===== src/rtl/mem_port_arbiter_if.sv =====
// Bundle of every signal between mem_port_arbiter, the two pipeline stages
// and the unified memory.
//
// Handshake:
//   Requesters raise a level request (if_req_i, or one of dm_read_i /
//   dm_write_i) and hold it, with address and store data, until their ack
//   pulses for one cycle. In the cycle after the ack they drop or change
//   the request. Data outputs are meaningful only while the matching ack
//   is high. The memory sees one mem_enable_o pulse per command and answers
//   later with exactly one mem_ack_i pulse carrying mem_rdata_i.
//   A second command is never issued before the first has completed.
interface mem_port_arbiter_if;
  // instruction-fetch stage
  logic        if_req_i;
  logic [31:0] if_addr_i;
  logic [31:0] if_data_o;
  logic        if_ack_o;
  // MEM stage
  logic        dm_read_i;
  logic        dm_write_i;
  logic [31:0] dm_addr_i;
  logic [31:0] dm_wdata_i;
  logic [31:0] dm_rdata_o;
  logic        dm_ack_o;
  // memory
  logic        mem_enable_o;
  logic        mem_write_o;
  logic [31:0] mem_addr_o;
  logic [31:0] mem_wdata_o;
  logic [31:0] mem_rdata_i;
  logic        mem_ack_i;
  // pipeline control and status
  logic        stall_o;
  logic        err_o;
  logic [31:0] stall_cnt_o;
  // sequencer state for observation: 0 idle, 1 issue, 2 wait
  logic [1:0]  dbg_state;

  // arbiter view
  modport slave (
    input  if_req_i, if_addr_i,
    input  dm_read_i, dm_write_i, dm_addr_i, dm_wdata_i,
    input  mem_rdata_i, mem_ack_i,
    output if_data_o, if_ack_o,
    output dm_rdata_o, dm_ack_o,
    output mem_enable_o, mem_write_o, mem_addr_o, mem_wdata_o,
    output stall_o, err_o, stall_cnt_o, dbg_state
  );

  // environment view: pipeline stages plus memory
  modport master (
    output if_req_i, if_addr_i,
    output dm_read_i, dm_write_i, dm_addr_i, dm_wdata_i,
    output mem_rdata_i, mem_ack_i,
    input  if_data_o, if_ack_o,
    input  dm_rdata_o, dm_ack_o,
    input  mem_enable_o, mem_write_o, mem_addr_o, mem_wdata_o,
    input  stall_o, err_o, stall_cnt_o, dbg_state
  );
endinterface


===== src/rtl/mem_port_arbiter.sv =====
// Sequencer for the single-ported unified memory shared by the fetch stage
// and the MEM stage. Grants one requester at a time (alternating under
// contention), issues a one-cycle command, waits for the memory ack or a
// timeout, and stalls the pipeline while any request is unserved.
module mem_port_arbiter #(
  parameter int unsigned TIMEOUT = 64
) (
  input  logic             clk_i,
  input  logic             rst_i,
  mem_port_arbiter_if.slave bus
);

  typedef enum logic [1:0] {
    S_IDLE  = 2'd0,
    S_ISSUE = 2'd1,
    S_WAIT  = 2'd2
  } state_t;

  typedef enum logic {
    OWN_IF = 1'b0,
    OWN_DM = 1'b1
  } owner_t;

  localparam int unsigned     CNT_W    = $clog2(TIMEOUT);
  localparam logic [CNT_W-1:0] TMO_LAST = CNT_W'(TIMEOUT - 1);

  state_t           state_q, state_d;
  owner_t           own_q, last_q;
  logic [31:0]      addr_q, wdata_q;
  logic             write_q;
  logic [CNT_W-1:0] tmo_cnt_q;
  logic             err_q;
  logic [31:0]      stall_cnt_q;

  logic        if_active, dm_active;
  logic        in_issue, in_wait;
  logic        grant, grant_dm;
  logic        tmo_hit, done;
  logic        if_ack, dm_ack, stall;
  logic [31:0] ack_data;

  assign if_active = bus.if_req_i;
  assign dm_active = bus.dm_read_i | bus.dm_write_i;
  assign in_issue  = (state_q == S_ISSUE);
  assign in_wait   = (state_q == S_WAIT);

  // A real ack wins over a timeout landing in the same cycle.
  assign tmo_hit  = in_wait & ~bus.mem_ack_i & (tmo_cnt_q == TMO_LAST);
  assign done     = in_wait & (bus.mem_ack_i | tmo_hit);
  assign ack_data = (in_wait & bus.mem_ack_i) ? bus.mem_rdata_i : 32'h0;

  assign if_ack = done & (own_q == OWN_IF);
  assign dm_ack = done & (own_q == OWN_DM);
  assign stall  = (if_active & ~if_ack) | (dm_active & ~dm_ack);

  assign bus.if_ack_o     = if_ack;
  assign bus.dm_ack_o     = dm_ack;
  assign bus.if_data_o    = if_ack ? ack_data : 32'h0;
  assign bus.dm_rdata_o   = dm_ack ? ack_data : 32'h0;
  assign bus.mem_enable_o = in_issue;
  assign bus.mem_write_o  = in_issue & write_q;
  assign bus.mem_addr_o   = in_issue ? addr_q : 32'h0;
  assign bus.mem_wdata_o  = in_issue ? wdata_q : 32'h0;
  assign bus.stall_o      = stall;
  assign bus.err_o        = err_q;
  assign bus.stall_cnt_o  = stall_cnt_q;
  assign bus.dbg_state    = state_q;

  // Next-state and grant decision; under contention serve the side not served last.
  always_comb begin
    state_d  = state_q;
    grant    = 1'b0;
    grant_dm = 1'b0;
    case (state_q)
      S_IDLE: begin
        if (if_active | dm_active) begin
          grant    = 1'b1;
          grant_dm = dm_active & (~if_active | (last_q == OWN_IF));
          state_d  = S_ISSUE;
        end
      end
      S_ISSUE: state_d = S_WAIT;
      S_WAIT: begin
        if (done) state_d = S_IDLE;
      end
      default: state_d = S_IDLE;
    endcase
  end

  // State register; reset abandons any access in flight without an ack.
  always_ff @(posedge clk_i) begin
    if (!rst_i) state_q <= S_IDLE;
    else        state_q <= state_d;
  end

  // Latch the winning command at grant; record the owner on every completion,
  // timeouts included, so a hung access does not hand the port straight back.
  always_ff @(posedge clk_i) begin
    if (!rst_i) begin
      own_q   <= OWN_IF;
      last_q  <= OWN_IF;
      addr_q  <= 32'h0;
      wdata_q <= 32'h0;
      write_q <= 1'b0;
    end else begin
      if (grant) begin
        own_q   <= grant_dm ? OWN_DM : OWN_IF;
        addr_q  <= grant_dm ? bus.dm_addr_i : bus.if_addr_i;
        wdata_q <= grant_dm ? bus.dm_wdata_i : 32'h0;
        write_q <= grant_dm & bus.dm_write_i;
      end
      if (done) last_q <= own_q;
    end
  end

  // Timeout counter: cleared in the issue cycle, counts cycles spent waiting.
  always_ff @(posedge clk_i) begin
    if (!rst_i)       tmo_cnt_q <= '0;
    else if (in_issue) tmo_cnt_q <= '0;
    else if (in_wait)  tmo_cnt_q <= tmo_cnt_q + CNT_W'(1);
  end

  // Sticky timeout flag, cleared only by reset.
  always_ff @(posedge clk_i) begin
    if (!rst_i)       err_q <= 1'b0;
    else if (tmo_hit) err_q <= 1'b1;
  end

  // Saturating count of stalled cycles.
  always_ff @(posedge clk_i) begin
    if (!rst_i)                             stall_cnt_q <= 32'h0;
    else if (stall && (stall_cnt_q != '1))  stall_cnt_q <= stall_cnt_q + 32'd1;
  end

endmodule


===== src/flat_wrapper.sv =====
// flat-port wrapper written by rule: the top's interface ports become plain ports
module mem_port_arbiter_flat 
#(
  parameter int unsigned TIMEOUT = 64
)
  (clk_i, rst_i, bus_if_req_i, bus_if_addr_i, bus_dm_read_i, bus_dm_write_i, bus_dm_addr_i, bus_dm_wdata_i, bus_mem_rdata_i, bus_mem_ack_i, bus_if_data_o, bus_if_ack_o, bus_dm_rdata_o, bus_dm_ack_o, bus_mem_enable_o, bus_mem_write_o, bus_mem_addr_o, bus_mem_wdata_o, bus_stall_o, bus_err_o, bus_stall_cnt_o, bus_dbg_state);
  mem_port_arbiter_if bus_i ();
  input  logic clk_i;
  input  logic rst_i;
  input wire logic [$bits(bus_i.if_req_i)-1:0] bus_if_req_i;
  input wire logic [$bits(bus_i.if_addr_i)-1:0] bus_if_addr_i;
  input wire logic [$bits(bus_i.dm_read_i)-1:0] bus_dm_read_i;
  input wire logic [$bits(bus_i.dm_write_i)-1:0] bus_dm_write_i;
  input wire logic [$bits(bus_i.dm_addr_i)-1:0] bus_dm_addr_i;
  input wire logic [$bits(bus_i.dm_wdata_i)-1:0] bus_dm_wdata_i;
  input wire logic [$bits(bus_i.mem_rdata_i)-1:0] bus_mem_rdata_i;
  input wire logic [$bits(bus_i.mem_ack_i)-1:0] bus_mem_ack_i;
  output wire logic [$bits(bus_i.if_data_o)-1:0] bus_if_data_o;
  output wire logic [$bits(bus_i.if_ack_o)-1:0] bus_if_ack_o;
  output wire logic [$bits(bus_i.dm_rdata_o)-1:0] bus_dm_rdata_o;
  output wire logic [$bits(bus_i.dm_ack_o)-1:0] bus_dm_ack_o;
  output wire logic [$bits(bus_i.mem_enable_o)-1:0] bus_mem_enable_o;
  output wire logic [$bits(bus_i.mem_write_o)-1:0] bus_mem_write_o;
  output wire logic [$bits(bus_i.mem_addr_o)-1:0] bus_mem_addr_o;
  output wire logic [$bits(bus_i.mem_wdata_o)-1:0] bus_mem_wdata_o;
  output wire logic [$bits(bus_i.stall_o)-1:0] bus_stall_o;
  output wire logic [$bits(bus_i.err_o)-1:0] bus_err_o;
  output wire logic [$bits(bus_i.stall_cnt_o)-1:0] bus_stall_cnt_o;
  output wire logic [$bits(bus_i.dbg_state)-1:0] bus_dbg_state;
  assign bus_i.if_req_i = bus_if_req_i;
  assign bus_i.if_addr_i = bus_if_addr_i;
  assign bus_i.dm_read_i = bus_dm_read_i;
  assign bus_i.dm_write_i = bus_dm_write_i;
  assign bus_i.dm_addr_i = bus_dm_addr_i;
  assign bus_i.dm_wdata_i = bus_dm_wdata_i;
  assign bus_i.mem_rdata_i = bus_mem_rdata_i;
  assign bus_i.mem_ack_i = bus_mem_ack_i;
  assign bus_if_data_o = bus_i.if_data_o;
  assign bus_if_ack_o = bus_i.if_ack_o;
  assign bus_dm_rdata_o = bus_i.dm_rdata_o;
  assign bus_dm_ack_o = bus_i.dm_ack_o;
  assign bus_mem_enable_o = bus_i.mem_enable_o;
  assign bus_mem_write_o = bus_i.mem_write_o;
  assign bus_mem_addr_o = bus_i.mem_addr_o;
  assign bus_mem_wdata_o = bus_i.mem_wdata_o;
  assign bus_stall_o = bus_i.stall_o;
  assign bus_err_o = bus_i.err_o;
  assign bus_stall_cnt_o = bus_i.stall_cnt_o;
  assign bus_dbg_state = bus_i.dbg_state;
  mem_port_arbiter #(.TIMEOUT(TIMEOUT)) u_core (.clk_i(clk_i), .rst_i(rst_i), .bus(bus_i));
endmodule

===== config.mk =====
export PLATFORM = sky130hd
export DESIGN_NAME = mem_port_arbiter_flat
export DESIGN_NICKNAME = d
export VERILOG_FILES = /design/src/rtl/mem_port_arbiter_if.sv /design/src/rtl/mem_port_arbiter.sv /design/src/flat_wrapper.sv
export SDC_FILE = /design/constraint.sdc
export NUM_CORES = 1
export LEC_CHECK = 0
export ABC_AREA = 0
export BUFFER_PORTS_ARGS = -buffer_cell sky130_fd_sc_hd__buf_2
export CAP_MARGIN = 20
export CORE_ASPECT_RATIO = 0.6
export CORE_MARGIN = 4
export CORE_UTILIZATION = 42
export CTS_BUF_LIST = sky130_fd_sc_hd__clkbuf_2 sky130_fd_sc_hd__clkbuf_4 sky130_fd_sc_hd__clkbuf_8
export CTS_CLUSTER_DIAMETER = 40
export DETAILED_ROUTE_END_ITERATION = 7
export PLACE_DENSITY_LB_ADDON = 0.12
export RECOVER_POWER = 50
export SLEW_MARGIN = 30
export SYNTH_ARGS = -nofsm -noshare
export SYNTH_HDL_FRONTEND = slang
export SYNTH_SLANG_ARGS = --single-unit
export TNS_END_PERCENT = 10

===== constraint.sdc =====
create_clock -name clk_i -period 2.15 [get_ports clk_i]
set_clock_uncertainty 0.1 [all_clocks]
set_input_delay 0.215 -clock clk_i [delete_from_list [all_inputs] [get_ports clk_i]]
set_output_delay 0.215 -clock clk_i [all_outputs]
set_load 0.005 [all_outputs]

==> impl_metrics.yaml <==
run_status:
  status: "finished with violations"
  violations: "negative setup slack"
synthesis:
  avgSynthCellArea_um2: 7.849
  synth_area_leaders: "dfxtp_1 (38%), and2_1 (15%), nand2_1 (6.2%)"
  synth_top_family_by_area: "simple AND/OR/NAND/NOR gates"
  netlist_top_cells_count: "and2_1 (132), dfxtp_1 (108), nand2_1 (93)"
  post-synth-top-area-cell: "dfxtp_1"
  ys_seq_area_share_pct: 38.42
  synthXorXnorAreaFrac_pct: 0.4669
  synth_top_area_share_pct: 38.42
  ys_async_sr_fraction_pct: 0
  synth_nets: 853
  ys.flop_type: "dfxtp_1"
  netlist_instances: 717
  ys_types: 45
  synthSimpleGateAreaFrac_pct: 37.64
  synthMuxAreaShare_pct: 2.157
  ys_warn_count: 0
  yosysMostFrequentCell: "and2_1"
  synth_edf_count: 0
  netlist_area_um2: 5628
  ys_ff_latch: 108
  synth_adder_area_share_pct: 0.4446
  synth_compound_area_share_pct: 15.67
power_and_ir_drop:
  p_leak_nw: 4.140
  ir_worst_vdd_mv: 0.3208
  p_per_area_nw_per_um2: 527.3
die:
  die_area_um2: 15380
  coreArea_um2: 12970
  die_y_um: 97.67
  die_w_um: 157.4
  initial_utilization_pct: 43.38
  rows: 32
  io_pins: 302
global_route:
  grt_overflow: 0
  grt_max_degree: 65
  grt_pass1_vias: 6105
  antenna_found_initial: 3
  track_usage_pct: 25.46
  grt_pass1_wl_mm: 32.25
worst_setup_path:
  cp_cell_sequence: "ha_4 > nand4_1 > o221a_2 > nor2_4 > buf_4 > bufbuf_16 > or4_4 > a21oi_2"
  slowest_stage: "or4_4"
  cp-start-kind: "flop"
  cp_data_arrival_time_ns: 2.38
  path_max_fanout: 26
  worstPathRequired_ns: 2.36
  cp-end-kind: "flop"
  critPathMaxStageDelay_ns: 0.52
  critPathKind: "flop to flop"
sta:
  period_needed_ns: 2.167
  tightestPinTransition_ns: 0.6308
  period_share_pct: 100.8
  max-slew-margin-rel_pct: 57.95
  grt_setup_unrepaired: "true"
  finalHoldViolCount: 0
  fin_ws_ns: -0.01735
  drv_slew: 0
  setup_violations: 6
  fmax_mhz: 461.4
routing:
  dr.first_iter.drc_count: 476
  routed_wl_mm: 20.58
  vias_per_cell: 5.202
  first_pass_iters: 5
  avgRoutedWirePerCell_um: 16.21
  ant_nets: 0
  num_vias: 6601
  drc: 0
finish:
  multi_input_area_um2: 3254
  fillers: 1103
  seq_area_um2: 2175
  area_growth_pct: 52.96
  final_core_util_pct: 66.36
  design_area_um2: 8608
  layout-drive-gt1-share_pct: 35.68
  fin_nets: 1227
clock_network:
  cts_buffers: 9
  clk_latency_ns: 0.38
  cts.sinks: 108
  ctsRootBufferMaster: "clkbuf_8"
  cts_tree: "done"
  path_clk_slew_ns: 0.10
  htreeDepth: 3
  cts_buffer_depth: 2
placement:
  hpwl_mm: 13.92
  io_buffers: 301
  routabilityCongestion: 0.9226
  placed_area_um2: 7423
hold_path:
  hold_class: "input port to flop"
flow_run:
  max_cap_viol_count: 0
cells by family after synthesis:
family | after synthesis
AOI/OAI and AO/OA | 123
xor gates and xnor gates | 3
adders and majority gates | 2
buffers and inverters | 67
DFF | 108
muxes | 12
and+or+nand+nor | 402
per-layer routing:
metal / vias up / share of wire (%) / GRT usage (%)
met5: - / 0 / 0
met4: 0 / 2.2 / 6.477
met3: 33 / 8.9 / 6.720
met2: 287 / 46 / 40.93
met1: 3035 / 42 / 33.92
li1: 3246 / - / -
metrics by stage:
stage               hold slack, ns  setup slack, ns  power, mW  TNS [ns]  instances
finish                     0.01428         -0.01735      4.539  -0.03978       1269
global route             0.0005926         -0.09871      4.788    -1.387       1269
CTS                     0.00001343         0.001159      4.541         0       1264
detailed placement          0.3725          0.07600      3.203         0       1165
global placement            0.3649           0.1323      3.199         0       1165
floorplan                   0.2699         -0.04103      2.819   -0.2124        717
placed cells by master, fill, tap and decap left out, drive strengths merged, types with 17 or more instances in the layout:
cell type | Yosys | final
buf | 20 | 340
and2 | 132 | 132
dfxtp | 108 | 108
nand2 | 93 | 93
dlygate4sd3 | 0 | 81
nor2 | 81 | 81
a22oi | 33 | 33
a311oi | 32 | 32
a21oi | 28 | 28
o31ai | 19 | 19
or4 | 19 | 19
nand3 | 17 | 17
sequential cells by signal, summed over array words and instances (netlist names):
signal,flops
u_core.write_q,1
u_core.tmo_cnt_q,6
u_core.addr_q,32
u_core.bus.err_o,1
u_core.last_q,1
u_core.wdata_q,32
u_core.own_q,1
u_core.bus.stall_cnt_o,32
u_core.bus.dbg_state,2
final cells by class:
cell class,count,area share [%]
flip-flops and latches,108,25.26
well taps,170,2.471
inverters,7,0.3343
clock buffers,11,1.686
multi-input cells,542,37.81
clock inverters,5,0.4942
diodes,3,0.08721
repair buffers,423,31.86
power by group:
| group | switching, mW | leakage [nW] | internal, mW |
|---|---|---|---|
| clock | 0.732 | 0.0944 | 0.483 |
| sequential | 0.0849 | 0.888 | 2.16 |
| combinational | 0.565 | 3.16 | 0.515 |
final timing paths:
check | start | endpoint | slack (ns) | cells past startpoint
hold / removal | bus_if_addr_i[31] | u_core.addr_q[31] | 0.01 | 3
setup / recovery | u_core.tmo_cnt_q[0] | u_core.bus.stall_cnt_o[24] | -0.02 | 8
setup reg to reg | u_core.tmo_cnt_q[0] | u_core.bus.stall_cnt_o[24] | -0.02 | 8
hold reg to reg | u_core.addr_q[26] | u_core.addr_q[26] | 0.40 | 2
timing repair:
action	in CTS	in global routing
hold buffers	80	1
buffers inserted	1	1
endpoints found under the hold margin	60	1
pin swaps	2	12
endpoints found under the setup margin	98	119
gates cloned	2	0
gates resized for setup	8	21
worst max-delay path: cells and delay by family, from the launching register on:
family          cells  cell delay, ns
simple gates        3            0.70
buf+inv             2            0.43
flops               1            0.37
compound gates      2            0.37
fa+ha+maj           1            0.16
Note: power is estimated with default switching activity, not from simulation.
